<file path="src/rtl/cpu_core_p.sv">
// ---------------------------------------------------------------------------
// cpu_core_p
// Multi-cycle, accumulator-free CPU core. Fetches instructions from an
// external ROM over a req/ack handshake that tolerates wait states, then
// executes memory-to-memory ALU, move, load-immediate, jump and halt
// operations against an external synchronous-read RAM.
//
// Instruction format (INSTR_W = 4 + 2*RAM_AW bits):
//   [INSTR_W-1 -: 4] opcode | dest field (RAM_AW) | src field (RAM_AW)
//
// Ports:
//   clk          rising-edge clock
//   reset        asynchronous, active-low reset
//   rom_req      fetch request, held until rom_ack
//   rom_addr     fetch address (= pc)
//   rom_ack      rom_data valid this cycle (only honoured while fetching)
//   rom_data     instruction word
//   ram_rd_en    read strobe; data returns on ram_rdata the next cycle
//   ram_rd_addr  read address
//   ram_rdata    read data
//   ram_we       one-cycle write strobe
//   ram_wr_addr  write address
//   ram_wdata    write data
//   pc           program counter
//   zero_flag    last ALU result (opcodes 1-6) was zero
//   halted       core is in the HALT state
//   instr_count  (only with CPU_PERF_CNT_EN) retired-instruction counter
//
// Optional feature macro: CPU_PERF_CNT_EN adds the 32-bit instr_count output.
// ---------------------------------------------------------------------------
module cpu_core_p #(
  parameter int DATA_W = 16,
  parameter int PC_W   = 8,
  parameter int RAM_AW = 6
) (
  input  logic                    clk,
  input  logic                    reset,
  output logic                    rom_req,
  output logic [PC_W-1:0]         rom_addr,
  input  logic                    rom_ack,
  input  logic [4+2*RAM_AW-1:0]   rom_data,
  output logic                    ram_rd_en,
  output logic [RAM_AW-1:0]       ram_rd_addr,
  input  logic [DATA_W-1:0]       ram_rdata,
  output logic                    ram_we,
  output logic [RAM_AW-1:0]       ram_wr_addr,
  output logic [DATA_W-1:0]       ram_wdata,
  output logic [PC_W-1:0]         pc,
  output logic                    zero_flag,
  output logic                    halted
`ifdef CPU_PERF_CNT_EN
  ,
  output logic [31:0]             instr_count
`endif
);

  localparam int INSTR_W = 4 + 2*RAM_AW;

  localparam logic [3:0] OP_ADD  = 4'h1;
  localparam logic [3:0] OP_SUB  = 4'h2;
  localparam logic [3:0] OP_AND  = 4'h3;
  localparam logic [3:0] OP_OR   = 4'h4;
  localparam logic [3:0] OP_XOR  = 4'h5;
  localparam logic [3:0] OP_NOT  = 4'h6;
  localparam logic [3:0] OP_MOV  = 4'h7;
  localparam logic [3:0] OP_LDI  = 4'h8;
  localparam logic [3:0] OP_JMP  = 4'h9;
  localparam logic [3:0] OP_JZ   = 4'hA;
  localparam logic [3:0] OP_HALT = 4'hF;

  typedef enum logic [2:0] {FETCH, DECODE, READ_S, READ_D, EXEC, HALT} stateT;

  stateT               r_state;
  stateT               w_nextState;
  logic [PC_W-1:0]     r_pc;
  logic [INSTR_W-1:0]  r_ir;
  logic [DATA_W-1:0]   r_opA;
  logic [DATA_W-1:0]   r_opB;
  logic                r_zeroFlag;

  logic [3:0]          w_opcode;
  logic [RAM_AW-1:0]   w_dest;
  logic [RAM_AW-1:0]   w_src;
  logic                w_twoOp;
  logic                w_oneOp;
  logic                w_writes;
  logic                w_setsZero;
  logic                w_takeJump;
  logic [PC_W-1:0]     w_jumpTarget;
  logic [DATA_W-1:0]   w_result;

  // Instruction field decode from the held instruction register
  assign w_opcode     = r_ir[INSTR_W-1 -: 4];
  assign w_dest       = r_ir[2*RAM_AW-1 -: RAM_AW];
  assign w_src        = r_ir[RAM_AW-1:0];
  assign w_twoOp      = (w_opcode >= OP_ADD) && (w_opcode <= OP_XOR);
  assign w_oneOp      = (w_opcode == OP_NOT) || (w_opcode == OP_MOV);
  assign w_writes     = w_twoOp || w_oneOp || (w_opcode == OP_LDI);
  assign w_setsZero   = w_twoOp || (w_opcode == OP_NOT);
  assign w_takeJump   = (w_opcode == OP_JMP) || ((w_opcode == OP_JZ) && r_zeroFlag);
  // {dest,src} is the jump target, truncated or zero-extended to the pc width
  assign w_jumpTarget = PC_W'(r_ir[2*RAM_AW-1:0]);

  assign rom_addr  = r_pc;
  assign pc        = r_pc;
  assign zero_flag = r_zeroFlag;
  assign halted    = (r_state == HALT);

  // ALU: B is mem[dest], A is mem[src]; carries and borrows are discarded
  always_comb begin
    w_result = '0;
    case (w_opcode)
      OP_ADD:  w_result = r_opB + r_opA;
      OP_SUB:  w_result = r_opB - r_opA;
      OP_AND:  w_result = r_opB & r_opA;
      OP_OR:   w_result = r_opB | r_opA;
      OP_XOR:  w_result = r_opB ^ r_opA;
      OP_NOT:  w_result = ~r_opA;
      OP_MOV:  w_result = r_opA;
      OP_LDI:  w_result = DATA_W'(w_src);
      default: w_result = '0;
    endcase
  end

  // State register
  always_ff @(posedge clk or negedge reset) begin
    if (!reset) r_state <= FETCH;
    else        r_state <= w_nextState;
  end

  // Next-state logic: operand reads are only sequenced for ops that need them
  always_comb begin
    w_nextState = r_state;
    case (r_state)
      FETCH:   if (rom_ack) w_nextState = DECODE;
      DECODE: begin
        if (w_twoOp || w_oneOp)      w_nextState = READ_S;
        else if (w_opcode == OP_HALT) w_nextState = HALT;
        else                         w_nextState = EXEC;
      end
      READ_S:  w_nextState = w_twoOp ? READ_D : EXEC;
      READ_D:  w_nextState = EXEC;
      EXEC:    w_nextState = FETCH;
      HALT:    w_nextState = HALT;
      default: w_nextState = FETCH;
    endcase
  end

  // Output strobes; unused address/data outputs are held at zero
  always_comb begin
    rom_req     = 1'b0;
    ram_rd_en   = 1'b0;
    ram_rd_addr = '0;
    ram_we      = 1'b0;
    ram_wr_addr = '0;
    ram_wdata   = '0;
    case (r_state)
      // Gated by reset so the request drops while reset is held low
      FETCH:  rom_req = reset;
      DECODE: if (w_twoOp || w_oneOp) begin
        ram_rd_en   = 1'b1;
        ram_rd_addr = w_src;
      end
      READ_S: if (w_twoOp) begin
        ram_rd_en   = 1'b1;
        ram_rd_addr = w_dest;
      end
      EXEC:   if (w_writes) begin
        ram_we      = 1'b1;
        ram_wr_addr = w_dest;
        ram_wdata   = w_result;
      end
      default: ;
    endcase
  end

  // Datapath registers: instruction, pc, operands and zero flag
  always_ff @(posedge clk or negedge reset) begin
    if (!reset) begin
      r_pc       <= '0;
      r_ir       <= '0;
      r_opA      <= '0;
      r_opB      <= '0;
      r_zeroFlag <= 1'b0;
    end else begin
      case (r_state)
        FETCH: if (rom_ack) begin
          r_ir <= rom_data;
          r_pc <= r_pc + PC_W'(1);
        end
        READ_S: r_opA <= ram_rdata;
        READ_D: r_opB <= ram_rdata;
        EXEC: begin
          if (w_setsZero) r_zeroFlag <= (w_result == '0);
          if (w_takeJump) r_pc <= w_jumpTarget;
        end
        default: ;
      endcase
    end
  end

`ifdef CPU_PERF_CNT_EN
  logic [31:0] r_instrCount;

  // Counts every EXEC cycle plus the transition into HALT
  always_ff @(posedge clk or negedge reset) begin
    if (!reset) begin
      r_instrCount <= '0;
    end else if ((r_state == EXEC) || ((r_state == DECODE) && (w_nextState == HALT))) begin
      r_instrCount <= r_instrCount + 32'd1;
    end
  end

  assign instr_count = r_instrCount;
`endif

endmodule

</file>
<file path="config.mk">
export PLATFORM = sky130hd
export DESIGN_NAME = cpu_core_p
export DESIGN_NICKNAME = d
export VERILOG_FILES = /design/src/rtl/cpu_core_p.sv
export SDC_FILE = /design/constraint.sdc
export NUM_CORES = 1
export LEC_CHECK = 0
export ABC_AREA = 1
export CELL_PAD_IN_SITES_DETAIL_PLACEMENT = 1
export CELL_PAD_IN_SITES_GLOBAL_PLACEMENT = 2
export CORE_UTILIZATION = 32
export DETAILED_ROUTE_END_ITERATION = 8
export PLACE_DENSITY_LB_ADDON = 0.15
export SKIP_LAST_GASP = 1
export SLEW_MARGIN = 0
export SYNTH_ARGS = -nofsm -noshare
export SYNTH_HDL_FRONTEND = slang
export SYNTH_SLANG_ARGS = --single-unit
</file>
<file path="constraint.sdc">
create_clock -name clk -period 9.2 [get_ports clk]
set_input_delay 1.84 -clock clk [delete_from_list [all_inputs] [get_ports clk]]
set_output_delay 1.84 -clock clk [all_outputs]
set_load 0.01 [all_outputs]
</file>
After elaboration in Yosys (flattened, before gate mapping)
Index checks and enable logic that the tools add are counted.
Word-level totals
  register bits: 60
  word-level logic and storage cells: 68
  input port bits: 35
  output and inout bits: 49
Cells by class
  magnitude comparators: 2
  bitwise operators: 4
  add/subtract/negate cells: 3
  reduce and logical (&&, ||, !) cells: 13
  muxes and demuxes: 22
  equality and inequality tests: 18
Operators by type and width (count)
  case mux 16 bit (8 select lines): 1
  two-way mux 16 bit: 2
  two-way mux 6 bit: 4
  adder 16 bit: 1
  bitwise AND 16 bit: 1
  equality test 4 x 3 -> 1 bit (second input constant): 4
  equality test 4 bit (second input constant): 4
  zero test 16 bit: 1
  two-way mux 8 bit: 2
  inverter 16 bit: 1
  bitwise OR 16 bit: 1
  case mux 8 bit (2 select lines): 1
  subtractor 16 bit: 1
  bitwise XOR 16 bit: 1
  case mux 3 bit (5 select lines): 1
  case mux 6 bit (2 select lines): 1
  two-way mux 3 bit: 3
  adder 8 x 1 -> 8 bit (second input constant): 1
  equality test 4 x 2 -> 1 bit (second input constant): 2
  equality test 3 x 2 -> 1 bit (second input constant): 2
  equality test 3 bit (second input constant): 2
  two-way mux 1 bit: 6
  logical OR 1 bit: 5
  equality test 4 x 1 -> 1 bit (second input constant): 1
  10 further kinds: 13

Depth between registers and ports, before layout
Gate-level depths: netlist of run 1.
  word-level depth: 6
  mapped depth: 24
  mapped depth without buffers: 24

Worst setup path after synthesis of run 1
Ideal clock, no wire load.
  path type: reg2out
  from: reg r_opA[0]
  to: out ram_wdata[15]
  buffers on the path: 0
  data required time: 7.360 ns
  data arrival time: 2.566 ns
  stages on the path, launching flop included: 17
  path slack: 4.794 ns
  path through: dfrtp_1 inv_1 ha_1 nand3_1 nor2_1 nand3_1 nor3_1 nor2_1 a21oi_1 xor2_1 ha_1 a21o_1 a21oi_1 nand3_1 nand2_1 nand3_1 a21oi_1
Between the ends
  cells in the longest elaborated chain, start to end: 4
  elaborated cells on any way between the ends: 5
  classes of those cells: add/sub: 2; mux: 3
RTL lines
  start: declaration: RTL line 77  | logic [DATA_W-1:0] r_opA;
  start signal: assignment: RTL line 191  | READ_S: r_opA <= ram_rdata;
  subtractor 16 bit / adder 16 bit (equally long branches): RTL line 114, 113
  case mux 16 bit (8 select lines) (*): RTL line 112  | case (w_opcode)
  two-way mux 16 bit (*): RTL line 168  | EXEC: if (w_writes) begin
  two-way mux 16 bit (*): RTL line 157  | case (r_state)
  end: declaration: RTL line 47  | output logic [DATA_W-1:0] ram_wdata,
Mark *: on every way between the ends. The rest lies on a longest branch, timed or not.

Final worst setup path of run 1
Same ends and word-level chain as after synthesis.

==> insert_results.sql, run 1 <==
INSERT INTO impl_metrics (metric_group, metric, value, unit) VALUES
('drt', 'drcViolationCount', '0', ''),
('cells_and_area', 'num_antenna_cells', '0', ''),
('critical_path', 'critical-path-max-stage-delay', '0.55', 'ns'),
('global_route', 'track_usage', '24.42', '%'),
('floorplan', 'initial_core_util', '33.08', '%'),
('synth', 'netlist_top_cells_area', 'sky130_fd_sc_hd__dfrtp_1 (28%), sky130_fd_sc_hd__nand2_1 (15%), sky130_fd_sc_hd__ha_1 (12%), sky130_fd_sc_hd__inv_1 (8.4%), sky130_fd_sc_hd__nor2_1 (7.8%)', ''),
('cells_and_area', 'layout-area-overhead-vs-synth', '24.59', '%'),
('global_route', 'grt_max_degree', '35', ''),
('critical_path', 'cp-end-kind', 'output pin', ''),
('place', 'gp_routability_congestion', '0.8595', ''),
('pwr', 'power_leakage', '3.322', 'nW'),
('global_route', 'gr-usage-met3', '2.809', '%'),
('timing', 'finClkSkew', '0.008762', 'ns'),
('place', 'detailed_place_hpwl', '15.41', 'mm'),
('synth', 'post_synth_instance_area', '0.005313', 'mm2'),
('timing', 'relative_max_transition_margin', '41.75', '%'),
('cells_and_area', 'fillers', '2064', ''),
('global_route', 'grt_use_met2', '42.89', '%'),
('place', 'placedCellCount', '1094', ''),
('global_route', 'grt_first_pass_wirelength', '31.06', 'mm'),
('timing', 'worst-slew-pin-transition', '0.8705', 'ns'),
('critical_path', 'required_time_worst_endpoint', '7.36', 'ns'),
('drt', 'drt-pass1-iter-count', '7', ''),
('global_route', 'via_count_of_the_first_global_routing_pass', '5791', ''),
('synth', 'synth_largest_area_cell', 'sky130_fd_sc_hd__dfrtp_1', ''),
('job', 'drv.max_cap_violation_count', '0', ''),
('cells_and_area', 'fin_nets', '974', ''),
('drt', 'routed-via-count', '5575', ''),
('critical_path', 'crit_path_top_delay_cell', 'sky130_fd_sc_hd__clkdlybuf4s50_1', ''),
('cells_and_area', 'layout.area.seq', '0.001501', 'mm2'),
('critical_path', 'cp_data_arrival_time', '3.98', 'ns'),
('pwr', 'worst_ir_drop_vdd', '0.0001327', 'V'),
('cells_and_area', 'fin_cells', '1110', ''),
('synth', 'postSynthRegisterBits', '60', ''),
('cells_and_area', 'postLayoutCoreUtil', '41.22', '%'),
('critical_path', 'critical_path.max_fanout', '5', ''),
('floorplan', 'ioPinCount', '84', ''),
('timing', 'setup_slack', '3.382', 'ns'),
('critical_path', 'critical_path.most_common_cell', 'sky130_fd_sc_hd__nand3_1', ''),
('floorplan', 'die_area', '0.01712', 'mm2'),
('synth', 'synth.net_count', '899', ''),
('critical_path', 'worstSetupStartpointType', 'flop', ''),
('timing', 'timing.fmax', '0.1719', 'GHz'),
('cells_and_area', 'final_cell_mix', 'sky130_fd_sc_hd__nand2_1 (210), sky130_fd_sc_hd__inv_1 (119), sky130_fd_sc_hd__nor2_1 (110)', ''),
('drt', 'detail_route.vias_per_cell', '5.023', ''),
('place', 'pre_cts_ws', '3.751', 'ns'),
('min_path', 'hold_path.class', 'reg2reg', ''),
('floorplan', 'die_x', '130.9', 'um'),
('clock_tree', 'clk-insertion-delay-late', '0.33', 'ns'),
('drt', 'wl', '19.69', 'mm'),
('synth', 'ys_async_sr_fraction', '100.0', '%'),
('critical_path', 'timing.critical_path.buf_inv', '2', ''),
('timing', 'fin_tns_setup', '0', 'ns'),
('clock_tree', 'clkSlewWorstSetupHoldPaths', '0.06', 'ns'),
('floorplan', 'placement_rows', '46', ''),
('place', 'port_buffers', '83', ''),
('cells_and_area', 'layout-drive-gt1-share', '4.139', '%'),
('drt', 'drt_iter0_drc', '241', ''),
('synth', 'yosys_most_used_dff', 'sky130_fd_sc_hd__dfrtp_1', ''),
('cells_and_area', 'multi_input_area', '0.003207', 'mm2'),
('pwr', 'power.density', '406.1', 'mW/mm2'),
('synth', 'synth_area_per_cell', '6.527', 'um2'),
('drt', 'antenna_left', '0', ''),
('timing', 'min_period_over_period', '63.24', '%'),
('run_status', 'run_status', 'finished, final reports clean', ''),
('floorplan', 'core_region_area', '0.01606', 'mm2'),
('synth', 'synthDistinctLibCells', '41', ''),
('timing', 'unrepaired_setup_endpoints_after_global_routing', 'no', ''),
('clock_tree', 'cts_hold_fix_bufs', '0', ''),
('floorplan', 'die_height', '130.9', 'um'),
('clock_tree', 'htree_levels', '3', '');
-- registers in the layout (all words and copies together) (netlist names) --
| register | count |
|---|---|
| r_opB | 16 |
| pc | 8 |
| r_opA | 16 |
| r_ir | 16 |
| r_state | 3 |
| zero_flag | 1 |
-- power breakdown --
| part | leakage [nW] | total [W] | internal (W) | switching [W] |
|---|---|---|---|---|
| registers | 0.689 | 0.000552 | 0.000396 | 0.000156 |
| logic | 2.48 | 0.00179 | 0.000638 | 0.00115 |
| clock network | 0.149 | 0.000348 | 0.000223 | 0.000124 |
| total | 3.32 | 0.00269 | 0.00126 | 0.00143 |
-- worst reg2reg max path: stages (launching register included) --
cell and delay [ns]:
sky130_fd_sc_hd__dfrtp_1 0.41, sky130_fd_sc_hd__inv_1 0.20, sky130_fd_sc_hd__ha_1 0.22, sky130_fd_sc_hd__nand3_1 0.11
sky130_fd_sc_hd__nor2_1 0.18, sky130_fd_sc_hd__nand3_1 0.14, sky130_fd_sc_hd__nor3_1 0.23, sky130_fd_sc_hd__nor2_1 0.11
sky130_fd_sc_hd__xor2_1 0.15, sky130_fd_sc_hd__ha_1 0.37, sky130_fd_sc_hd__nand2_1 0.12, sky130_fd_sc_hd__nor2_1 0.24
sky130_fd_sc_hd__nand3_1 0.18, sky130_fd_sc_hd__nand3_1 0.11, sky130_fd_sc_hd__nand2_1 0.05, sky130_fd_sc_hd__nand3_1 0.13
sky130_fd_sc_hd__nand2_1 0.07, sky130_fd_sc_hd__nor2_1 0.09, sky130_fd_sc_hd__nand3_1 0.07, sky130_fd_sc_hd__nor2_1 0.17
sky130_fd_sc_hd__nand2_1 0.12, sky130_fd_sc_hd__nand2_1 0.07
-- synth_stat cells (3+ instances only) --
| cell type | instances |
|---|---|
| sky130_fd_sc_hd__nor3b_1 | 3 |
| sky130_fd_sc_hd__buf_4 | 9 |
| sky130_fd_sc_hd__o211ai_1 | 5 |
| sky130_fd_sc_hd__nand4_1 | 5 |
| sky130_fd_sc_hd__clkbuf_1 | 13 |
| sky130_fd_sc_hd__nor2_1 | 110 |
| sky130_fd_sc_hd__nand3_1 | 45 |
| sky130_fd_sc_hd__a21oi_1 | 58 |
| sky130_fd_sc_hd__o21ai_0 | 49 |
| sky130_fd_sc_hd__ha_1 | 49 |
| sky130_fd_sc_hd__nand2_2 | 4 |
| sky130_fd_sc_hd__nor3_1 | 6 |
| sky130_fd_sc_hd__nand3b_1 | 4 |
| sky130_fd_sc_hd__xor2_1 | 15 |
| sky130_fd_sc_hd__nand2_1 | 210 |
| sky130_fd_sc_hd__inv_1 | 119 |
| sky130_fd_sc_hd__dfrtp_1 | 60 |
| sky130_fd_sc_hd__a211oi_1 | 5 |
| sky130_fd_sc_hd__a31oi_1 | 4 |
| sky130_fd_sc_hd__o22ai_1 | 11 |
-- path summary, 6_finish.rpt --
kind / start / depth (start not counted) / endpoint / slack [ns]
setup / recovery: r_opA[0] / 17 / ram_wdata[15] / 3.38
hold / removal: r_ir[9] / 2 / r_ir[9] / 0.53
setup reg to reg: r_opA[0] / 21 / zero_flag / 5.61
hold reg to reg: r_ir[9] / 2 / r_ir[9] / 0.53
max in group asynchronous: reset / 2 / r_opA[5] / 6.64
min in group asynchronous: reset / 1 / pc[5] / 1.60
-- metrics by stage --
step                      hold slack, ns  instance area (um2)
after global routing              0.5711                 6619
after detailed placement          0.5227                 6315
after global placement            0.5032                 6315
after CTS                         0.5359                 6619
final                             0.5317                 6619
after floorplan                   0.4931                 5313
-- cell type report --
class | count | share of cell area, %
Timing Repair Buffer | 90 | 13.27
Inverter | 122 | 6.919
Multi-Input combinational cell | 606 | 48.45
Clock inverter | 4 | 0.7183
Tap cell | 216 | 4.083
Clock buffer | 12 | 3.875
Sequential cell | 60 | 22.68
-- metal layers --
| layer | vias to the layer above | share of wire, % |
|---|---|---|
| li1 | 2746 | - |
| met1 | 2694 | 45 |
| met2 | 115 | 49 |
| met3 | 20 | 4.1 |
| met4 | 0 | 1.5 |
| met5 | - | 0 |
-- cells by family (layout without fill, tap and decap cells) --
| kind of cell | after synthesis | count (layout) | synth area share (%) |
|---|---|---|---|
| buffers and inverters | 148 | 228 | 11.47 |
| AO/OA/AOI/OAI | 142 | 142 | 14.67 |
| adder cells (fa/ha/maj) | 50 | 50 | 11.92 |
| multiplexers | 1 | 1 | 0.2119 |
| AND/OR/NAND/NOR | 397 | 397 | 30.83 |
| flip-flops | 60 | 60 | 28.26 |
| XOR/XNOR | 16 | 16 | 2.638 |
Note: power is estimated with default switching activity, not from simulation.
==> run 2, diff against run 1 <==
CORE_UTILIZATION = 27   (was 32)
clock period = 4.9 ns   (was 9.2 ns; I/O delays follow)
==> run 2 against run 1 <==
Against the previous run:
- final cell count grew 4.0%
- clock skew is 0.0027 ns lower
- routed wire length is 4.2% higher
- via count down 0.72%
- non-clock buffer count increased by 1
- critical endpoint is now ram_wdata[12]
==> insert_results.sql, run 2 (synthesis results as in run 1) <==
INSERT INTO impl_metrics (metric_group, metric, value, unit) VALUES
('run_status', 'run_status', 'finished, final reports clean', ''),
('floorplan', 'initial_core_util', '27.93', '%'),
('critical_path', 'worstSetupStartpointType', 'flop', ''),
('critical_path', 'worst-r2r-setup-slack', '1.59', 'ns'),
('critical_path', 'cp-end-kind', 'output pin', ''),
('cells_and_area', 'layout_commonest_cell', 'sky130_fd_sc_hd__nand2_1', ''),
('clock_tree', 'clkSinkCount', '60', ''),
('min_path', 'cell_count_of_the_worst_hold_path', '2', ''),
('floorplan', 'die_x', '142.3', 'um'),
('global_route', 'grt_max_degree', '61', ''),
('critical_path', 'crit-reg2reg-launch', 'r_opA[0]', ''),
('global_route', 'track_usage', '21.49', '%'),
('timing', 'fin_tns_setup', '0', 'ns'),
('pwr', 'comb_power_share', '66.4', '%'),
('cells_and_area', 'postLayoutCoreUtil', '35.44', '%'),
('min_path', 'hold-path-endpoint', 'r_ir[11]', ''),
('clock_tree', 'cts_buffer_depth', '2', ''),
('place', 'port_buffers', '83', ''),
('timing', 'unrepaired_setup_endpoints_after_global_routing', 'yes', ''),
('min_path', 'hold_path.startpoint', 'r_ir[11]', ''),
('cells_and_area', 'layout.area.seq', '0.001503', 'mm2'),
('critical_path', 'critical_path.max_fanout', '5', ''),
('pwr', 'intPower', '0.002388', 'W'),
('place', 'detailed_place_hpwl', '16.02', 'mm'),
('floorplan', 'ioPinCount', '84', ''),
('place', 'detailed_place.area', '0.006370', 'mm2'),
('cells_and_area', 'multi_input_area', '0.003246', 'mm2'),
('pwr', 'power_leakage', '3.432', 'nW'),
('floorplan', 'die_area', '0.02024', 'mm2'),
('pwr', 'psw', '0.002728', 'W'),
('pwr', 'clock_power_share', '13.1', '%'),
('cells_and_area', 'layout-drive-gt1-share', '5.705', '%'),
('critical_path', 'crit_path_top_delay_cell', 'sky130_fd_sc_hd__clkdlybuf4s50_1', ''),
('cells_and_area', 'postLayoutCellArea', '0.006740', 'mm2'),
('drt', 'routed-via-count', '5535', ''),
('critical_path', 'critPathKind', 'reg2out', ''),
('critical_path', 'critical-path-max-stage-delay', '0.56', 'ns'),
('clock_tree', 'clkSlewWorstSetupHoldPaths', '0.06', 'ns'),
('cells_and_area', 'layout-area-overhead-vs-synth', '26.87', '%'),
('job', 'drv.max_cap_violation_count', '0', ''),
('clock_tree', 'clk_root_buffer_cell', 'sky130_fd_sc_hd__clkbuf_16', ''),
('clock_tree', 'cts_hold_fix_bufs', '0', ''),
('cells_and_area', 'fillers', '2441', ''),
('clock_tree', 'htree_levels', '3', ''),
('pwr', 'sequentialPowerShare', '20.5', '%'),
('timing', 'timing.final.setup_violations', '0', ''),
('cells_and_area', 'fin_nets', '975', ''),
('timing', 'timing_max_transition_violations_final', '0', ''),
('floorplan', 'die_height', '142.3', 'um'),
('timing', 'finalHoldViolations', '0', ''),
('global_route', 'grt_antenna_before_repair', '0', ''),
('timing', 'finClkSkew', '0.006058', 'ns'),
('timing', 'timing.fmax', '0.2113', 'GHz'),
('drt', 'antenna_left', '0', ''),
('pwr', 'netSwitchingFraction', '53.32', '%'),
('critical_path', 'critical_path.cell_chain', 'inv_2 > ha_1 > nand3_1 > nor2_2 > nand3_1 > nor3_2 > nor2_1 > xor2_1 > ha_1 > nand2_1 > nor2_1 > nor2_1 > nand3_1 > nand2_1 > nand3_1 > nand2_1 > inv_1 > nor2_1 > clkdlybuf4s50_1', ''),
('drt', 'detail_route.vias_per_cell', '4.796', ''),
('cells_and_area', 'final_cell_mix', 'sky130_fd_sc_hd__nand2_1 (209), sky130_fd_sc_hd__inv_1 (117), sky130_fd_sc_hd__nor2_1 (105)', ''),
('critical_path', 'required_time_worst_endpoint', '3.92', 'ns'),
('cells_and_area', 'largest_registers', 'r_ir: 16 flops, r_opA: 16 flops, r_opB: 16 flops', ''),
('drt', 'drcViolationCount', '0', ''),
('place', 'gp_routability_congestion', '0.8630', ''),
('min_path', 'hold_path.class', 'reg2reg', ''),
('pwr', 'worst_ir_drop_vdd', '0.0002428', 'V'),
('floorplan', 'core_region_area', '0.01902', 'mm2'),
('global_route', 'via_count_of_the_first_global_routing_pass', '5885', ''),
('timing', 'min_period_over_period', '96.60', '%'),
('timing', 'relative_max_transition_margin', '38.68', '%'),
('cells_and_area', 'num_antenna_cells', '0', ''),
('pwr', 'power.density', '759.1', 'mW/mm2'),
('clock_tree', 'cts_tree', 'done', ''),
('drt', 'routed_wire_length_per_instance', '17.78', 'um'),
('clock_tree', 'cts_buffers', '9', ''),
('critical_path', 'worst-r2r-cell-count', '21', ''),
('timing', 'final_period_minus_worst_setup_slack', '4.734', 'ns'),
('timing', 'fin_hold_ws', '0.5299', 'ns'),
('clock_tree', 'clk-insertion-delay-late', '0.34', 'ns'),
('drt', 'drt_iter0_drc', '173', ''),
('global_route', 'grt_first_pass_wirelength', '32.51', 'mm'),
('critical_path', 'r2r-end', 'zero_flag', ''),
('drt', 'wl', '20.51', 'mm'),
('timing', 'worst-slew-pin-transition', '0.9176', 'ns'),
('drt', 'drt-pass1-iter-count', '4', ''),
('global_route', 'gr-total-overflow', '0', ''),
('floorplan', 'placement_rows', '50', ''),
('critical_path', 'cp_data_arrival_time', '3.75', 'ns');
## run 2: through the flow
step / total power [W] / setup slack [ns] / cells
after floorplan: 0.003231 / 1.354 / 814
after global placement: 0.004324 / 0.2818 / 1138
after detailed placement: 0.004404 / 0.2806 / 1138
after CTS: 0.005130 / 0.02591 / 1153
after global routing: 0.005652 / -0.1346 / 1154
final: 0.005116 / 0.1665 / 1154
## run 2: worst max-delay path by stage
stage / from / to / slack [ns] / depth (start not counted)
after CTS: r_opA[1] / ram_wdata[9] / 0.03 / 16
after global placement: r_opA[0] / ram_wdata[11] / 0.28 / 16
final: r_opA[0] / ram_wdata[12] / 0.17 / 19
after floorplan: r_opA[0] / ram_wdata[15] / 1.35 / 16
after global routing: r_opA[2] / ram_wdata[8] / -0.13 / 17
after detailed placement: r_opA[0] / ram_wdata[11] / 0.28 / 16
## run 2: what timing repair did
action                                  in CTS  in global routing
endpoints found under the setup margin       6                 12
pin swaps                                    0                  1
gates resized for setup                      5                 16
gates cloned                                 0                  0
buffers inserted                             0                  1
## run 2: worst max-delay path, delay by kind of cell (launching register included)
family	cells	cell delay (ns)
flip-flops	1	0.43
buffers and inverters	3	0.77
XOR/XNOR	1	0.23
adder cells (fa/ha/maj)	2	0.53
AND/OR/NAND/NOR	13	1.47
## run 2: cell type report
cell class / instances / area share [%]
multi-input combinational: 606 / 48.15
sequential: 60 / 22.29
timing repair buffer: 91 / 13.31
inverter: 122 / 6.794
tap: 260 / 4.826
clock buffer: 12 / 3.954
clock inverter: 3 / 0.6683
## run 2: power groups by stage
stage               Combinational (W)  Clock, W  Sequential [W]
floorplan                     0.00228         0        0.000955
global placement              0.00329         0         0.00103
detailed placement            0.00335         0         0.00105
CTS                           0.00339  0.000691         0.00105
global route                  0.00385  0.000709         0.00109
finish                        0.00340  0.000672         0.00105
## run 2: layer usage
layer	up-vias	GRT usage [%]	share of wire, %
met1	2662	27.88	47
met4	0	6.791	1.6
met2	103	37.20	48
li1	2753	-	-
met5	-	0	0
met3	17	2.288	3.3
==> run 3, diff against run 2 <==
ABC_CLOCK_PERIOD_IN_PS = 4900   (was unset)
SETUP_SLACK_MARGIN = 0.1   (was unset)
SLEW_MARGIN = 20   (was 0)
==> run 3 against run 2 <==
Against the previous run:
- total power is 0.37% lower
- largest power group unchanged
- maximum frequency is 0.67% lower
- sequential cell count stayed put
- largest cell class unchanged
- clock skew hardly changed
- first-iteration DRC count is 4.6% lower
- sequential power hardly changed
- final cell count hardly changed
- clock power hardly changed
- die area stayed put
- core utilization hardly changed
- register-to-register slack better by 0.02 ns
- non-clock buffer count is 1 lower
==> insert_results.sql, run 3 (synthesis results as in run 1) <==
INSERT INTO impl_metrics (metric_group, metric, value, unit) VALUES
('critical_path', 'required_time_worst_endpoint', '3.92', 'ns'),
('floorplan', 'ioPinCount', '84', ''),
('critical_path', 'worstSetupStartpointType', 'flop', ''),
('place', 'port_buffers', '83', ''),
('place', 'pre_cts_ws', '0.2806', 'ns'),
('floorplan', 'die_height', '142.3', 'um'),
('cells_and_area', 'fin_nets', '974', ''),
('drt', 'routed_wire_length_per_instance', '17.78', 'um'),
('floorplan', 'placement_rows', '50', ''),
('timing', 'setup_slack', '0.1344', 'ns'),
('global_route', 'gr-total-overflow', '0', ''),
('job', 'drv.max_cap_violation_count', '0', ''),
('floorplan', 'core_region_area', '0.01902', 'mm2'),
('cells_and_area', 'num_antenna_cells', '0', ''),
('cells_and_area', 'postLayoutCellArea', '0.006733', 'mm2'),
('timing', 'timing.final.setup_violations', '0', ''),
('clock_tree', 'count_of_buffers_added_by_post_cts_timing_repair_for_setup', '0', ''),
('timing', 'relative_max_transition_margin', '39.59', '%'),
('global_route', 'via_count_of_the_first_global_routing_pass', '5885', ''),
('min_path', 'hold_path.class', 'reg2reg', ''),
('drt', 'routed-via-count', '5502', ''),
('global_route', 'track_usage', '21.49', '%'),
('floorplan', 'die_x', '142.3', 'um'),
('pwr', 'power.density', '757.1', 'mW/mm2'),
('critical_path', 'critPathKind', 'reg2out', ''),
('timing', 'min_period_over_period', '97.26', '%'),
('drt', 'drt_iter0_drc', '165', ''),
('cells_and_area', 'fillers', '2443', ''),
('clock_tree', 'htree_levels', '3', ''),
('drt', 'detail_route.vias_per_cell', '4.772', ''),
('clock_tree', 'cts_buffer_depth', '2', ''),
('clock_tree', 'cts_tree', 'done', ''),
('timing', 'unrepaired_setup_endpoints_after_global_routing', 'yes', ''),
('global_route', 'grt_first_pass_wirelength', '32.51', 'mm'),
('clock_tree', 'clkSinkCount', '60', ''),
('critical_path', 'critical_path.max_fanout', '5', ''),
('place', 'detailed_place_hpwl', '16.02', 'mm'),
('global_route', 'grt_antenna_before_repair', '0', ''),
('place', 'placedCellCount', '1138', ''),
('global_route', 'grt_max_degree', '61', ''),
('clock_tree', 'clk_root_buffer_cell', 'sky130_fd_sc_hd__clkbuf_16', ''),
('cells_and_area', 'fin_cells', '1153', ''),
('drt', 'drcViolationCount', '0', ''),
('clock_tree', 'cts_hold_fix_bufs', '0', ''),
('pwr', 'power_leakage', '3.419', 'nW'),
('cells_and_area', 'layout-drive-gt1-share', '5.711', '%'),
('timing', 'worst-slew-pin-transition', '0.9028', 'ns'),
('timing', 'timing.fmax', '0.2098', 'GHz'),
('pwr', 'worst_ir_drop_vdd', '0.0002422', 'V'),
('cells_and_area', 'final_cell_mix', 'sky130_fd_sc_hd__nand2_1 (209), sky130_fd_sc_hd__inv_1 (117), sky130_fd_sc_hd__nor2_1 (106)', ''),
('critical_path', 'cp-end-kind', 'output pin', ''),
('cells_and_area', 'layout_commonest_cell', 'sky130_fd_sc_hd__nand2_1', ''),
('clock_tree', 'clkSlewWorstSetupHoldPaths', '0.06', 'ns'),
('run_status', 'run_status', 'finished, final reports clean', ''),
('floorplan', 'initial_core_util', '27.93', '%'),
('clock_tree', 'cts_buffers', '9', ''),
('drt', 'wl', '20.50', 'mm'),
('cells_and_area', 'postLayoutCoreUtil', '35.40', '%'),
('timing', 'timing_max_transition_violations_final', '0', ''),
('drt', 'drt-pass1-iter-count', '4', ''),
('place', 'gp_routability_congestion', '0.8630', ''),
('clock_tree', 'clk-insertion-delay-late', '0.34', 'ns'),
('place', 'detailed_place.area', '0.006370', 'mm2'),
('timing', 'finClkSkew', '0.005624', 'ns'),
('floorplan', 'die_area', '0.02024', 'mm2'),
('cells_and_area', 'layout-area-overhead-vs-synth', '26.73', '%'),
('timing', 'finalHoldViolations', '0', ''),
('timing', 'final_period_minus_worst_setup_slack', '4.766', 'ns'),
('drt', 'antenna_left', '0', ''),
('cells_and_area', 'largest_registers', 'r_ir: 16 flops, r_opA: 16 flops, r_opB: 16 flops', ''),
('critical_path', 'cp_data_arrival_time', '3.79', 'ns');
-- run 3: final cells by class --
cell class	count	area (um2)	share of cell area [%]
Clock buffer	12	266.5	3.958
Clock inverter	3	45.04	0.6690
Inverter	122	457.9	6.802
Multi-Input combinational cell	606	3251	48.28
Sequential cell	60	1503	22.32
Tap cell	260	325.3	4.832
Timing Repair Buffer	90	884.6	13.14
-- run 3: what timing repair did --
action | CTS | global route
cloned | 0 | 0
endpoints found under the setup margin | 7 | 12
gates resized for setup | 9 | 14
hold endpoints to repair | 0 | 0
-- run 3: final timing paths --
path | start | slack [ns] | to | cells after the start
min in group asynchronous | reset | 0.94 | pc[5] | 2
max in group asynchronous | reset | 3.33 | r_ir[13] | 2
setup / recovery | r_opA[0] | 0.13 | ram_wdata[11] | 16
hold reg to reg | r_ir[10] | 0.53 | r_ir[10] | 2
setup reg to reg | r_opA[0] | 1.61 | zero_flag | 21
hold / removal | r_ir[10] | 0.53 | r_ir[10] | 2
-- run 3: critical path: stages, from the launching register on --
cell and delay (ns):
sky130_fd_sc_hd__dfrtp_1 0.43, sky130_fd_sc_hd__inv_2 0.14, sky130_fd_sc_hd__ha_1 0.19, sky130_fd_sc_hd__nand3_1 0.12, sky130_fd_sc_hd__nor2_2 0.12, sky130_fd_sc_hd__nand3_1 0.12, sky130_fd_sc_hd__nor3_2 0.15, sky130_fd_sc_hd__nor2_1 0.09
sky130_fd_sc_hd__xor2_1 0.17, sky130_fd_sc_hd__ha_2 0.41, sky130_fd_sc_hd__nand2_1 0.12, sky130_fd_sc_hd__nor2_2 0.19, sky130_fd_sc_hd__nand3_1 0.17, sky130_fd_sc_hd__nand4_1 0.11, sky130_fd_sc_hd__nand3_1 0.18, sky130_fd_sc_hd__a21oi_1 0.18
sky130_fd_sc_hd__clkdlybuf4s50_1 0.58
-- run 3: metal layers --
metal | share of wire (%) | track usage [%]
met5 | 0 | 0
met4 | 1.6 | 6.791
met3 | 4.0 | 2.288
met2 | 48 | 37.20
met1 | 47 | 27.88
-- run 3: through the flow --
step / total power, W / setup TNS, ns / hold slack (ns)
final: 0.005098 / 0 / 0.5333
after global routing: 0.005640 / -0.2140 / 0.5747
after floorplan: 0.003231 / 0 / 0.4931
after CTS: 0.005131 / 0 / 0.5339
after detailed placement: 0.004404 / 0 / 0.5205
after global placement: 0.004324 / 0 / 0.5075
-- run 3: report_power, final --
part / internal [W] / switching (W)
Clock: 0.000432 / 0.000238
Sequential: 0.000744 / 0.000305
Combinational: 0.00120 / 0.00218
